`src/rtl/one_hot_mux_pkg.sv`:
```
// Shared constants and select-decoding helpers for the one-hot mux pipeline.
// Helpers work on a fixed 64-bit select; callers zero-extend narrower selects.
package one_hot_mux_pkg;

  localparam int unsigned default_width_c       = 8;
  localparam int unsigned default_depth_c       = 8;
  localparam int unsigned default_err_cnt_width_c = 8;
  localparam int unsigned max_depth_c           = 64;

  function automatic logic onehot_legal(input logic [max_depth_c-1:0] oh);
    return ($countones(oh) == 1);
  endfunction

  // OR-reduction encoder: exact for legal one-hot inputs, don't-care otherwise.
  function automatic logic [6:0] onehot_to_idx(input logic [max_depth_c-1:0] oh);
    logic [6:0] idx;
    idx = '0;
    for (int i = 0; i < max_depth_c; i++) begin
      if (oh[i]) idx = idx | 7'(i);
    end
    return idx;
  endfunction

endpackage

```
`src/rtl/one_hot_mux.sv`:
```
// Combinational AND-OR selector of depth_p channels by a one-hot select.
module one_hot_mux #(
  parameter int unsigned width_p = 8,
  parameter int unsigned depth_p = 8
) (
  input  logic [depth_p*width_p-1:0] data_i,
  input  logic [depth_p-1:0]         sel_i,
  output logic [width_p-1:0]         data_o
);

  always_comb begin
    data_o = '0;
    for (int k = 0; k < depth_p; k++) begin
      data_o = data_o | (data_i[k*width_p +: width_p] & {width_p{sel_i[k]}});
    end
  end

endmodule

```
`src/rtl/one_hot_mux_pipe.sv`:
```
// One-hot channel select with a single registered output stage and valid/ready handshake.
// Illegal selects are consumed and dropped, raising a sticky flag and a saturating counter.
module one_hot_mux_pipe
  import one_hot_mux_pkg::*;
#(
  parameter int unsigned width_p         = default_width_c,
  parameter int unsigned depth_p         = default_depth_c,
  parameter int unsigned err_cnt_width_p = default_err_cnt_width_c
) (
  input  logic                         clk_i,
  input  logic                         reset_i,
  input  logic                         valid_i,
  output logic                         ready_o,
  input  logic [depth_p*width_p-1:0]   data_i,
  input  logic [depth_p-1:0]           sel_one_hot_i,
  output logic                         valid_o,
  input  logic                         ready_i,
  output logic [width_p-1:0]           data_o,
  output logic [$clog2(depth_p)-1:0]   sel_idx_o,
  output logic                         err_o,
  output logic [err_cnt_width_p-1:0]   err_cnt_o,
  input  logic                         err_clr_i
);

  localparam int unsigned idx_w_lp = $clog2(depth_p);

  logic                       valid_q, valid_d;
  logic [width_p-1:0]         data_q, data_d;
  logic [idx_w_lp-1:0]        idx_q, idx_d;
  logic                       err_q, err_d;
  logic [err_cnt_width_p-1:0] cnt_q, cnt_d;

  logic [width_p-1:0]         mux_data;
  logic [max_depth_c-1:0]     sel_ext;
  logic                       sel_legal;
  logic                       in_xfer;
  logic                       out_xfer;

  one_hot_mux #(
    .width_p (width_p),
    .depth_p (depth_p)
  ) u_mux (
    .data_i (data_i),
    .sel_i  (sel_one_hot_i),
    .data_o (mux_data)
  );

  assign sel_ext   = max_depth_c'(sel_one_hot_i);
  assign sel_legal = onehot_legal(sel_ext);
  assign ready_o   = !valid_q || ready_i;
  assign in_xfer   = valid_i && ready_o;
  assign out_xfer  = valid_q && ready_i;

  always_comb begin
    valid_d = valid_q;
    data_d  = data_q;
    idx_d   = idx_q;
    if (out_xfer) valid_d = 1'b0;
    if (in_xfer && sel_legal) begin
      valid_d = 1'b1;
      data_d  = mux_data;
      idx_d   = idx_w_lp'(onehot_to_idx(sel_ext));
    end
  end

  // Clear takes priority over a coincident illegal beat.
  always_comb begin
    err_d = err_q;
    cnt_d = cnt_q;
    if (err_clr_i) begin
      err_d = 1'b0;
      cnt_d = '0;
    end else if (in_xfer && !sel_legal) begin
      err_d = 1'b1;
      if (cnt_q != '1) cnt_d = cnt_q + 1'b1;
    end
  end

  always_ff @(posedge clk_i or posedge reset_i) begin
    if (reset_i) begin
      valid_q <= 1'b0;
      data_q  <= '0;
      idx_q   <= '0;
      err_q   <= 1'b0;
      cnt_q   <= '0;
    end else begin
      valid_q <= valid_d;
      data_q  <= data_d;
      idx_q   <= idx_d;
      err_q   <= err_d;
      cnt_q   <= cnt_d;
    end
  end

  assign valid_o   = valid_q;
  assign data_o    = data_q;
  assign sel_idx_o = idx_q;
  assign err_o     = err_q;
  assign err_cnt_o = cnt_q;

endmodule
```
`config.mk`:
```
export PLATFORM = sky130hd
export DESIGN_NAME = one_hot_mux_pipe
export DESIGN_NICKNAME = d
export VERILOG_FILES = /design/src/rtl/one_hot_mux_pkg.sv /design/src/rtl/one_hot_mux.sv /design/src/rtl/one_hot_mux_pipe.sv
export SDC_FILE = /design/constraint.sdc
export NUM_CORES = 1
export LEC_CHECK = 0
export ABC_AREA = 1
export CORE_MARGIN = 1.5
export CORE_UTILIZATION = 41
export CTS_CLUSTER_DIAMETER = 30
export DETAILED_ROUTE_END_ITERATION = 7
export HOLD_SLACK_MARGIN = 0.02
export PLACE_DENSITY_LB_ADDON = 0.15
export REMOVE_ABC_BUFFERS = 1
export SLEW_MARGIN = 20
export SYNTH_ARGS = -nofsm -noshare
export SYNTH_HDL_FRONTEND = slang
export SYNTH_SLANG_ARGS = --single-unit
```
`constraint.sdc`:
```
create_clock -name clk_i -period 2.49 [get_ports clk_i]
set_clock_uncertainty 0.1 [all_clocks]
set_input_delay 0.498 -clock clk_i [delete_from_list [all_inputs] [get_ports clk_i]]
set_output_delay 0.498 -clock clk_i [all_outputs]
set_load 0.01 [all_outputs]
```
---- Word-level counts from Yosys, hierarchy flattened ----
Index checks and enable logic that the tools add are counted.
storage, ports and cells
  flip-flop bits (word level) ............. 21
  input bits .............................. 77
  output and inout bits ................... 22
  word-level logic and storage cells ...... 55
cells by class
  $add $sub $neg .......................... 8
  equal/unequal tests ..................... 2
  mux-type cells .......................... 14
  bitwise gates (word level) .............. 15
  reductions and logical operators ........ 11
operators by type and width
  operator                                                               number
  8-bit AND                                                              8
  8-bit bitwise OR                                                       7
  8-bit two-way mux                                                      3
  3-bit two-way mux                                                      4
  1-bit by 1-bit adder with 2-bit output                                 4
  8-bit by 1-bit adder with 8-bit output, second input constant          1
  8-bit inequality test, second input constant                           1
  2-bit by 2-bit adder with 3-bit output                                 2
  2-bit nonzero test                                                     3
  1-bit two-way mux                                                      5
  3-bit by 3-bit adder with 4-bit output                                 1
  4-bit by 1-bit equality test with 1-bit output, second input constant  1
  1-bit logical AND                                                      4
  2-bit two-way mux                                                      2
  1-bit zero test                                                        2
  2-bit AND reduction                                                    1
  1-bit logical OR                                                       1

---- Depth between registers and ports, before layout ----
Gate-level depths: netlist (run 1).
  depth after elaboration ................. 8
  depth in mapped cells ................... 18
  depth with buffers taken out ............ 16

---- Cells and area by module ----
Synthesis (run 1) repeated with hierarchy kept, for this count alone.
unflattened totals
  cell total of the unflattened synthesis .. 292
  area total of the unflattened synthesis .. 1762.9 sq um
by module, submodules not included
  module            instances  cells each  area each (sq um)  sequential area each (sq um)
  one_hot_mux_pipe  1          164         1272.5             525.5
  one_hot_mux       1          128         490.5              0.0

---- Worst setup path before layout (run 1) ----
OpenSTA, ideal clock, no wires.
  path type ............................... input to register
  start point ............................. in sel_one_hot_i[0]
  end point ............................... reg data_q[0], in the netlist data_o[0]
  setup time .............................. 0.120 ns
  data arrival time ....................... 3.607 ns
  required time ........................... 2.270 ns
  path slack .............................. -1.338 ns
  cell stages on the path ................. 17
  path buffers ............................ 2
  cells stage by stage .................... clkbuf_1 > inv_1 > fa_1 > fa_1 > fa_1 > inv_1 > ha_1 > inv_1 > fa_1 > nand2_1 > nor2_2 > nand2_4 > nor2_8 > inv_2 > buf_6 > nand2_1 > nand2_1
between the ends
  cells in the longest elaborated chain, start to end .. 8
  elaborated cells on any way between the ends .. 13
  classes of those cells .................. 3 x add/sub; 1 x eq/ne; 8 x bitwise; 1 x reduce/logical
ends and longest elaborated chain
  item                                                                                            RTL line                RTL
  start, declared                                                                                 one_hot_mux_pipe.sv:15  input logic [depth_p-1:0] sel_one_hot_i,
  parallel branches: the longest is 8 deep, another holds 3-bit by 3-bit adder with 4-bit output  --
  end signal, assigned                                                                            one_hot_mux_pipe.sv:88  data_q <= data_d;
  end, declared                                                                                   one_hot_mux_pipe.sv:28  logic [width_p-1:0] data_q, data_d;
Parallel ways; which one is timed is not known.
A chain may end at the register's enable or synchronous reset.

---- Final worst setup path (run 1) ----
  start point ............................. in sel_one_hot_i[0]
  end point ............................... reg cnt_q[5], in the netlist err_cnt_o[5]
between the ends
  cells in the longest elaborated chain, start to end .. 8
ends and longest elaborated chain
  item                                                          RTL line                RTL
  1-bit by 1-bit adder with 2-bit output (implied by the code)  one_hot_mux_pkg.sv:11   return ($countones(oh) == 1);
  2-bit by 2-bit adder with 3-bit output (implied by the code)  one_hot_mux_pkg.sv:11
  3-bit by 3-bit adder with 4-bit output (implied by the code)  one_hot_mux_pkg.sv:11
  4-bit by 1-bit equality test with 1-bit output                one_hot_mux_pkg.sv:11
  1-bit zero test                                               one_hot_mux_pipe.sv:73  end else if (in_xfer && !sel_legal) begin
  1-bit logical AND                                             one_hot_mux_pipe.sv:73
  2-bit nonzero test (no line)                                  --
  2-bit AND reduction (no line)                                 --
  end signal, assigned                                          one_hot_mux_pipe.sv:91  cnt_q <= cnt_d;
  end, declared                                                 one_hot_mux_pipe.sv:31  logic [err_cnt_width_p-1:0] cnt_q, cnt_d;
No other way between the ends.

==> results.json, run 1 <==
{
  "status": "complete, but fails checks",
  "violations": "negative setup slack",
  "drv_slew": 0,
  "setup_violations": 21,
  "setup_ws_ns": -0.970,
  "met3_length_um": 400,
  "drc": 0,
  "crit_path_start_kind": "primary input",
  "wire_per_inst_um": 15.0,
  "num_rows": 22,
  "cts_max_level": 1,
  "required_ns": 2.54,
  "syn_area_um2": 1650,
  "end_kind": "flop",
  "grt_max_degree": 22,
  "hp-class": "flop to flop",
  "drive_gt1_share_pct": 19.8,
  "max_slew_margin_pct": 47.5,
  "critPathArrivalTime_ns": 3.51,
  "grt_pass1_wl_um": 9480,
  "tightest_slew_ns": 0.786,
  "placed_cell_area_um2": 2750,
  "clk_latency_ns": 0.26,
  "p_int_mw": 1.15,
  "p_sw_share_pct": 37.3,
  "ys_types": 26,
  "via_per_inst": 5.02,
  "clock_tree.buffer_depth": 2,
  "fin_crit_ns": 3.46,
  "fin_hold_ws_ns": 0.395,
  "met2_length_um": 3260,
  "drtIter0Drc": 141,
  "hold_viol": 0,
  "ant_nets": 0,
  "crit_type": "primary input to flop",
  "fin_crit_sh_pct": 139,
  "grt_antenna_before_repair": 0,
  "grt.total_usage_pct": 28.5,
  "final_area_um2": 3030,
  "hpwl_um": 4510,
  "initial_core_util_pct": 43.8,
  "die-area_um2": 4420,
  "overflow": 0,
  "rsz0062_at_grt": "true",
  "num_vias": 2068,
  "power.density_nw_per_um2": 606,
  "seq_power_share_pct": 30.0,
  "fmax_ghz": 0.289,
  "final_nets": 450,
  "firstDrtPassIters": 4,
  "power_frac_clock_pct": 12.2,
  "tns_ns": -19.44,
  "clkSlewWorstSetupHoldPaths_ns": 0.07,
  "grt_pass1_vias": 2062,
  "met1_length_um": 2400,
  "p_sw_mw": 0.685,
  "diodes": 0,
  "fp.dieW_um": 66.5,
  "synth_warnings": 0,
  "portBuffers": 98,
  "clock-sinks": 21,
  "gp_congestion": 0.833,
  "wl_um": 6190,
  "p_comb_share_pct": 57.9,
  "die_h_um": 66.5,
  "area_delta_synth_final_pct": 83.4,
  "power.leakage_nw": 1.43,
  "netlist_instances": 252,
  "cts_tree": "yes",
  "ys_seq_area_share_pct": 31.8,
  "routed.top_layer": "met4",
  "clk_root_buffer_cell": "clkbuf_8",
  "ios": 99,
  "cap_violations": 0,
  "synth_area_per_cell_um2": 6.55,
  "numCtsBuffers": 3,
  "peakVddDrop_v": 0.000478,
  "crit_fanout": 5,
  "finalCoreUtilization_pct": 80.3,
  "core_area_um2": 3770,
  "ys_ff_latch": 21
}
-- registers in the layout, indices dropped and copies added (netlist names) --
name	cells
valid_o	1
err_cnt_o	8
sel_idx_o	3
err_o	1
data_o	8
-- layout make-up --
type,instances,area (um2)
clock buffers,4,45.0
fillers,262,742
inverters,27,114
multi-input cells,194,1120
flip-flops and latches,21,526
well taps,48,60.1
repair buffers,117,1160
repair inverters,1,6.26
-- critical path, cell delays in order --
cell and delay [ns]:
buf_8 0.08, inv_4 0.03, fa_1 0.56, fa_1 0.44, fa_1 0.51, inv_2 0.05, ha_4 0.15, inv_2 0.05
fa_2 0.42, nand2_2 0.09, nor2_4 0.05, nand2_4 0.11, nand3_4 0.16, buf_6 0.17, nand3_1 0.08, nand2_1 0.08
-- repair_timing --
action	CTS	global route
pin swaps	18	14
resized for setup	54	25
hold buffers	0	0
setup buffers	5	2
cloned	1	0
setup endpoints to repair	21	21
-- kinds of logic after synthesis --
logic type	Yosys count	share of synthesized area (%)
AO/OA/AOI/OAI	13	4.17
XOR/XNOR	2	1.06
adder cells (fa/ha/maj)	8	7.88
buffers and inverters	37	9.09
flip-flops	21	31.8
AND/OR/NAND/NOR	171	46.0
-- metal layers --
layer	vias to the layer above	GRT usage (%)
met5	-	0
met4	0	6.12
met3	12	5.57
met2	91	51.0
met1	951	35.2
li1	1014	-
-- synthesized netlist by cell type --
cell	instances	area, um2
nand2_1	118	443
inv_1	26	97.6
dfrtp_1	21	526
nand4_1	16	100
nor2_1	15	56.3
nand3_1	10	50.1
o21ai_0	10	50.1
clkbuf_1	5	18.8
fa_1	4	80.1
ha_1	4	50.1
buf_2	3	15.0
nor3_1	3	15.0
a21oi_1	2	10.0
nand2_4	2	22.5
nor2_2	2	12.5
buf_1	1	3.75
buf_6	1	11.3
inv_2	1	3.75
nand2_2	1	6.26
nand3_2	1	10.0
nand3_4	1	17.5
nor2_8	1	20.0
nor4_1	1	6.26
o21ai_2	1	8.76
xnor2_1	1	8.76
xor2_1	1	8.76
-- layout by cell type (no fill, tap or decap), types with 2 or more instances in the layout --
cell	netlist	layout
nor2_1	15	12
clkbuf_8	0	3
nor2_2	2	2
inv_1	26	21
nand4_1	16	16
buf_8	0	2
a21oi_1	2	2
nor3_1	3	3
dfrtp_1	21	21
nor2_4	0	3
nand3_1	10	7
inv_4	0	3
buf_6	1	5
nand2_1	118	104
inv_2	1	3
buf_4	0	14
ha_1	4	3
clkdlybuf4s50_1	0	95
nand2_2	1	13
nand2_4	2	3
o21ai_2	1	10
fa_1	4	3
nand3_2	1	4
-- power groups by stage --
stage	Combinational (mW)	Sequential [mW]	Clock, mW
3_3_place_gp	0.842	0.539	0
5_1_grt	1.15	0.564	0.243
6_report	1.06	0.550	0.223
2_1_floorplan	0.316	0.590	0
3_5_place_dp	0.867	0.544	0
4_1_cts	0.983	0.544	0.222
-- metrics by stage --
stage	power [mW]	instances	worst slack [ns]
6_report	1.83	412	-0.970
5_1_grt	1.96	412	-1.05
4_1_cts	1.75	410	-1.10
3_5_place_dp	1.41	400	-1.69
3_3_place_gp	1.38	400	-1.56
2_1_floorplan	0.906	242	-0.997
-- final timing paths --
check                                 start           end  slack (ns)  depth (start not counted)
min reg2reg                       data_o[1]     data_o[1]        0.39                          2
min in group asynchronous           reset_i     data_o[0]        0.58                          2
min                               data_o[1]     data_o[1]        0.39                          2
max in group asynchronous           reset_i  err_cnt_o[5]        1.22                          2
max                        sel_one_hot_i[0]  err_cnt_o[5]       -0.97                         16
max reg2reg                    err_cnt_o[0]  err_cnt_o[5]        0.79                          8
No activity file was read; power rests on OpenSTA's default activity.
==> run 2: changes to the inputs <==
Settings changed: CTS_BUF_LIST from default to sky130_fd_sc_hd__clkbuf_8 sky130_fd_sc_hd__clkbuf_16.
==> run 2 against run 1 <==
First-iteration DRC count is 2.1% higher. Non-clock buffer count did not move. Critical path type unchanged. Register-to-register slack barely moved. Global-route usage unchanged. Hold slack improved by 0.0019 ns. Maximum frequency barely moved. The flow still finishes with violations (negative setup slack).
==> results.json, run 2 (synthesis gave the netlist of run 1 again) <==
{
  "drv_slew": 0,
  "setup_violations": 21,
  "die-area_um2": 4420,
  "via_per_inst": 5.04,
  "finalCoreUtilization_pct": 80.3,
  "crit_path_start_kind": "primary input",
  "grt_max_degree": 22,
  "wire_per_inst_um": 15.1,
  "ios": 99,
  "drtIter0Drc": 144,
  "crit_path_frequent_cell": "fa_1",
  "max_slew_margin_pct": 47.6,
  "hp-class": "flop to flop",
  "slowest_stage": "fa_1",
  "overflow": 0,
  "fp.dieW_um": 66.5,
  "ant_nets": 0,
  "area_delta_synth_final_pct": 83.4,
  "gp_congestion": 0.833,
  "critPathArrivalTime_ns": 3.51,
  "clk_latency_ns": 0.26,
  "setup_ws_ns": -0.970,
  "hold_buffers": 0,
  "fin_crit_sh_pct": 139,
  "cts_tree": "yes",
  "firstDrtPassIters": 4,
  "core_area_um2": 3770,
  "critPathBufInv": 5,
  "grt_pass1_wl_um": 9480,
  "grt_pass1_vias": 2062,
  "place_ws_ns": -1.69,
  "clock-sinks": 21,
  "final_nets": 450,
  "portBuffers": 98,
  "drc": 0,
  "hp-start": "data_o[2]",
  "cts_max_level": 1,
  "fmax_ghz": 0.289,
  "crit_path_cell_trace": "buf_8 > inv_4 > fa_1 > fa_1 > fa_1 > inv_2 > ha_4 > inv_2 > fa_2 > nand2_2 > nor2_4 > nand2_4 > nand3_4 > buf_6 > nand3_1 > nand2_1",
  "peakVddDrop_v": 0.000478,
  "rsz0062_at_grt": "true",
  "clock_tree.buffer_depth": 2,
  "initial_core_util_pct": 43.8,
  "hpwl_um": 4510,
  "cap_violations": 0,
  "diodes": 0,
  "required_ns": 2.54,
  "grt.total_usage_pct": 28.5,
  "tightest_slew_ns": 0.785,
  "grt_antenna_before_repair": 0,
  "drive_gt1_share_pct": 19.8,
  "num_vias": 2077,
  "clk_root_buffer_cell": "clkbuf_8",
  "crit_family": "adder cells",
  "setup.worst_path.start": "sel_one_hot_i[0]",
  "fillers": 262,
  "fin_crit_ns": 3.46,
  "max_stage_delay_ns": 0.56,
  "die_h_um": 66.5,
  "power.density_nw_per_um2": 606,
  "end_kind": "flop",
  "final_common_cell": "nand2_1",
  "numCtsBuffers": 3,
  "hold_viol": 0,
  "violations": "negative setup slack",
  "crit_fanout": 5,
  "power.leakage_nw": 1.44,
  "clkSlewWorstSetupHoldPaths_ns": 0.08,
  "status": "complete, but fails checks",
  "r2r-start": "err_cnt_o[0]",
  "crit_type": "primary input to flop",
  "final_cell_mix": "nand2_1 (104), clkdlybuf4s50_1 (95), inv_1 (22)",
  "wl_um": 6200,
  "num_rows": 22
}
-- run 2: cell types whose count changed in the layout (fill, tap and decap cells not counted), sizes merged --
cell,delta
inv,+1
clkbuf,-1
-- run 2: path summary, 6_finish.rpt --
kind / to / slack (ns) / cells past startpoint
worst max-delay path: err_cnt_o[5] / -0.97 / 16
worst min-delay path: data_o[2] / 0.40 / 2
worst max register to register: err_cnt_o[5] / 0.79 / 8
worst min register to register: data_o[2] / 0.40 / 2
max in group asynchronous: err_cnt_o[5] / 1.22 / 2
min in group asynchronous: err_cnt_o[2] / 0.58 / 2
-- run 2: cell type report --
cell class | count | area [um2] | area share, %
Timing Repair Buffer | 117 | 1160 | 38.4
Multi-Input combinational cell | 194 | 1120 | 36.8
Sequential cell | 21 | 526 | 17.3
Inverter | 27 | 114 | 3.76
Tap cell | 48 | 60.1 | 1.98
Clock buffer | 3 | 41.3 | 1.36
Timing Repair inverter | 1 | 6.26 | 0.207
Clock inverter | 1 | 3.75 | 0.124
-- run 2: where the power goes --
group	internal (mW)	switching (mW)	total [mW]
registers	0.460	0.0912	0.551
clock network	0.110	0.112	0.222
logic	0.575	0.487	1.06
total	1.15	0.690	1.84
-- run 2: timing repair --
| action | CTS | global route |
|---|---|---|
| endpoints found under the setup margin | 21 | 21 |
| buffers inserted | 5 | 2 |
| cloned | 1 | 0 |
| pin swaps | 18 | 14 |
| gates resized for setup | 54 | 25 |
-- run 2: stage by stage --
stage                     area, um2  hold slack (ns)  total power, mW  std cells  setup TNS (ns)
final                          3030            0.397             1.84        412          -19.42
after global placement         2750            0.354             1.38        400          -32.01
after floorplan                1600            0.375            0.906        242          -19.77
after detailed placement       2750            0.362             1.41        400          -34.47
after CTS                      2920            0.394             1.74        410          -21.79
after global routing           3030            0.426             1.95        412          -20.95
-- run 2: worst register-to-register path, stage by stage, from the launching register on --
cell	delay, ns
dfrtp_1	0.41
ha_1	0.20
nand2_1	0.14
nor2_2	0.18
nand3_2	0.12
nand3_4	0.18
buf_6	0.13
nand3_1	0.08
nand2_1	0.11
-- run 2: routing by layer --
layer,GRT usage (%),vias up,wire length [um]
li1,-,1014,-
met3,5.57,18,364
met2,51.0,97,3230
met1,35.2,948,2460
met5,0,-,0
met4,6.12,0,148
==> run 3: changes to the inputs <==
Settings changed: CORE_MARGIN 1.5 to 10, TNS_END_PERCENT from default to 100.
==> run 3 against run 2 <==
The run still ends with negative setup slack left. Routed wire length is 9.8% higher. Total power is 1.9% lower. Largest cell class unchanged. Highest routed layer unchanged. Final cell count is 0.24% lower. Critical endpoint is now data_o[7]. Count of clock-buffer cells in the layout stayed put. Final area is 1.7% lower.
==> results.json, run 3 (synthesis gave the netlist of run 1 again) <==
{
  "status": "complete, but fails checks",
  "violations": "negative setup slack",
  "fin_hold_ws_ns": 0.395,
  "r2r_end": "err_cnt_o[2]",
  "power.leakage_nw": 1.42,
  "tightest_slew_ns": 0.783,
  "core_area_um2": 3940,
  "final_nets": 447,
  "crit_family": "adder cells",
  "finalCoreUtilization_pct": 75.5,
  "ant_nets": 0,
  "p_sw_mw": 0.680,
  "peakVddDrop_v": 0.000397,
  "tns_ns": -19.54,
  "total_power_mw": 1.80,
  "max_stage_delay_ns": 0.55,
  "clkSlewWorstSetupHoldPaths_ns": 0.08,
  "num_vias": 2080,
  "crit_path_start_kind": "primary input",
  "num_rows": 23,
  "holdPathStages": 2,
  "clock-sinks": 21,
  "drc": 0,
  "cts_tree": "yes",
  "seq_power_share_pct": 30.7,
  "critPathArrivalTime_ns": 3.56,
  "clock_tree.buffer_depth": 2,
  "wl_um": 6810,
  "diodes": 0,
  "grt_max_degree": 22,
  "placed_cell_area_um2": 2750,
  "ios": 99,
  "numCtsBuffers": 3,
  "rsz0062_at_grt": "true",
  "hold_viol": 0,
  "setup_ws_ns": -0.976,
  "grt.total_usage_pct": 18.5,
  "drive_gt1_share_pct": 17.2,
  "clk_latency_ns": 0.26,
  "setup_violations": 21,
  "dp.cells": 402,
  "drv_slew": 0,
  "final_cells": 411,
  "required_ns": 2.59,
  "crit_path_frequent_cell": "fa_1",
  "drtIter0Drc": 114,
  "r2r-start": "err_cnt_o[0]",
  "slowest_stage": "fa_1",
  "p_int_mw": 1.12,
  "ff2ff_path_depth": 8,
  "place_ws_ns": -1.68,
  "portBuffers": 98,
  "seq_area_um2": 526,
  "grt_pass1_wl_um": 10800,
  "wire_per_inst_um": 16.6,
  "cap_violations": 0,
  "fin_crit_ns": 3.47,
  "max_slew_margin_pct": 47.7,
  "grt_antenna_before_repair": 0,
  "hpwl_um": 5290,
  "p_comb_share_pct": 57.2,
  "reg2reg_setup_slack_ns": 0.84,
  "hp-class": "flop to flop",
  "multi_input_area_um2": 1100,
  "final_cell_mix": "nand2_1 (104), clkdlybuf4s50_1 (95), inv_1 (23)",
  "power_frac_clock_pct": 12.1,
  "area_delta_synth_final_pct": 80.3,
  "gp_congestion": 0.805,
  "die_h_um": 83.5,
  "fp.dieW_um": 83.5,
  "final_area_um2": 2980,
  "cts_max_level": 1,
  "fillers": 289,
  "hp-start": "data_o[1]",
  "fin_crit_sh_pct": 139,
  "firstDrtPassIters": 4,
  "p_sw_share_pct": 37.7,
  "end_kind": "flop",
  "crit_type": "primary input to flop",
  "grt_pass1_vias": 2196,
  "final_common_cell": "nand2_1",
  "clk_root_buffer_cell": "clkbuf_8",
  "power.density_nw_per_um2": 605,
  "critPathBufInv": 5,
  "initial_core_util_pct": 41.9,
  "holdPathEnd": "data_o[1]",
  "die-area_um2": 6970,
  "overflow": 0,
  "crit_fanout": 6,
  "fmax_ghz": 0.289,
  "crit_path_cell_trace": "buf_8 > inv_4 > fa_1 > fa_1 > fa_1 > inv_1 > ha_2 > inv_2 > fa_2 > nand2_2 > nor2_4 > nand2_4 > nor2_8 > buf_12 > o21ai_2 > nand2_1",
  "via_per_inst": 5.06
}
## run 3: changes by cell type in the layout (fill, tap and decap cells not counted), moves of 2 or more
cell     previous run  this run
nor2_1             12        15
o21ai_2            10         7
buf_6               5         3
o21ai_1             1         4
buf_4              14        12
nor2_4              3         1
## run 3: routing by layer
metal / track usage [%] / vias up / wire, um
met2: 34.6 / 79 / 3630
met1: 19.7 / 979 / 2540
met3: 6.84 / 8 / 573
met4: 2.44 / 0 / 65
met5: 0 / - / 0
li1: - / 1014 / -
## run 3: repair_timing
item / in CTS / in global routing
gates resized for setup: 47 / 22
setup endpoints to repair: 21 / 21
cloned: 2 / 0
hold endpoints to repair: 0 / 0
hold buffers: 0 / 0
pin swaps: 16 / 15
buffers inserted: 1 / 2
## run 3: tightest hold or removal path, stage by stage (launching register included)
cell     delay, ns
dfrtp_1       0.36
nand2_1       0.06
nand2_1       0.05
## run 3: how the worst max path moves through the flow
stage | slack (ns) | to | start | cells past startpoint
finish | -0.98 | data_o[7] | sel_one_hot_i[0] | 16
global route | -1.11 | data_o[7] | sel_one_hot_i[0] | 16
CTS | -1.09 | data_o[6] | sel_one_hot_i[3] | 16
detailed placement | -1.68 | sel_idx_o[1] | sel_one_hot_i[0] | 16
global placement | -1.56 | sel_idx_o[0] | sel_one_hot_i[0] | 16
floorplan | -1.0 | sel_idx_o[0] | sel_one_hot_i[0] | 15
## run 3: final cells by class
cell class	instances	share of cell area, %
Clock buffer	3	1.39
Clock inverter	1	0.126
Inverter	27	3.82
Multi-Input combinational cell	195	36.9
Sequential cell	21	17.6
Tap cell	50	2.10
Timing Repair Buffer	113	37.8
Timing Repair inverter	1	0.210
## run 3: power groups by stage
stage | clock network (mW) | logic, mW | registers (mW)
3_3_place_gp | 0 | 0.856 | 0.541
6_report | 0.218 | 1.03 | 0.554
2_1_floorplan | 0 | 0.316 | 0.590
5_1_grt | 0.232 | 1.12 | 0.568
4_1_cts | 0.219 | 0.955 | 0.544
3_5_place_dp | 0 | 0.878 | 0.541
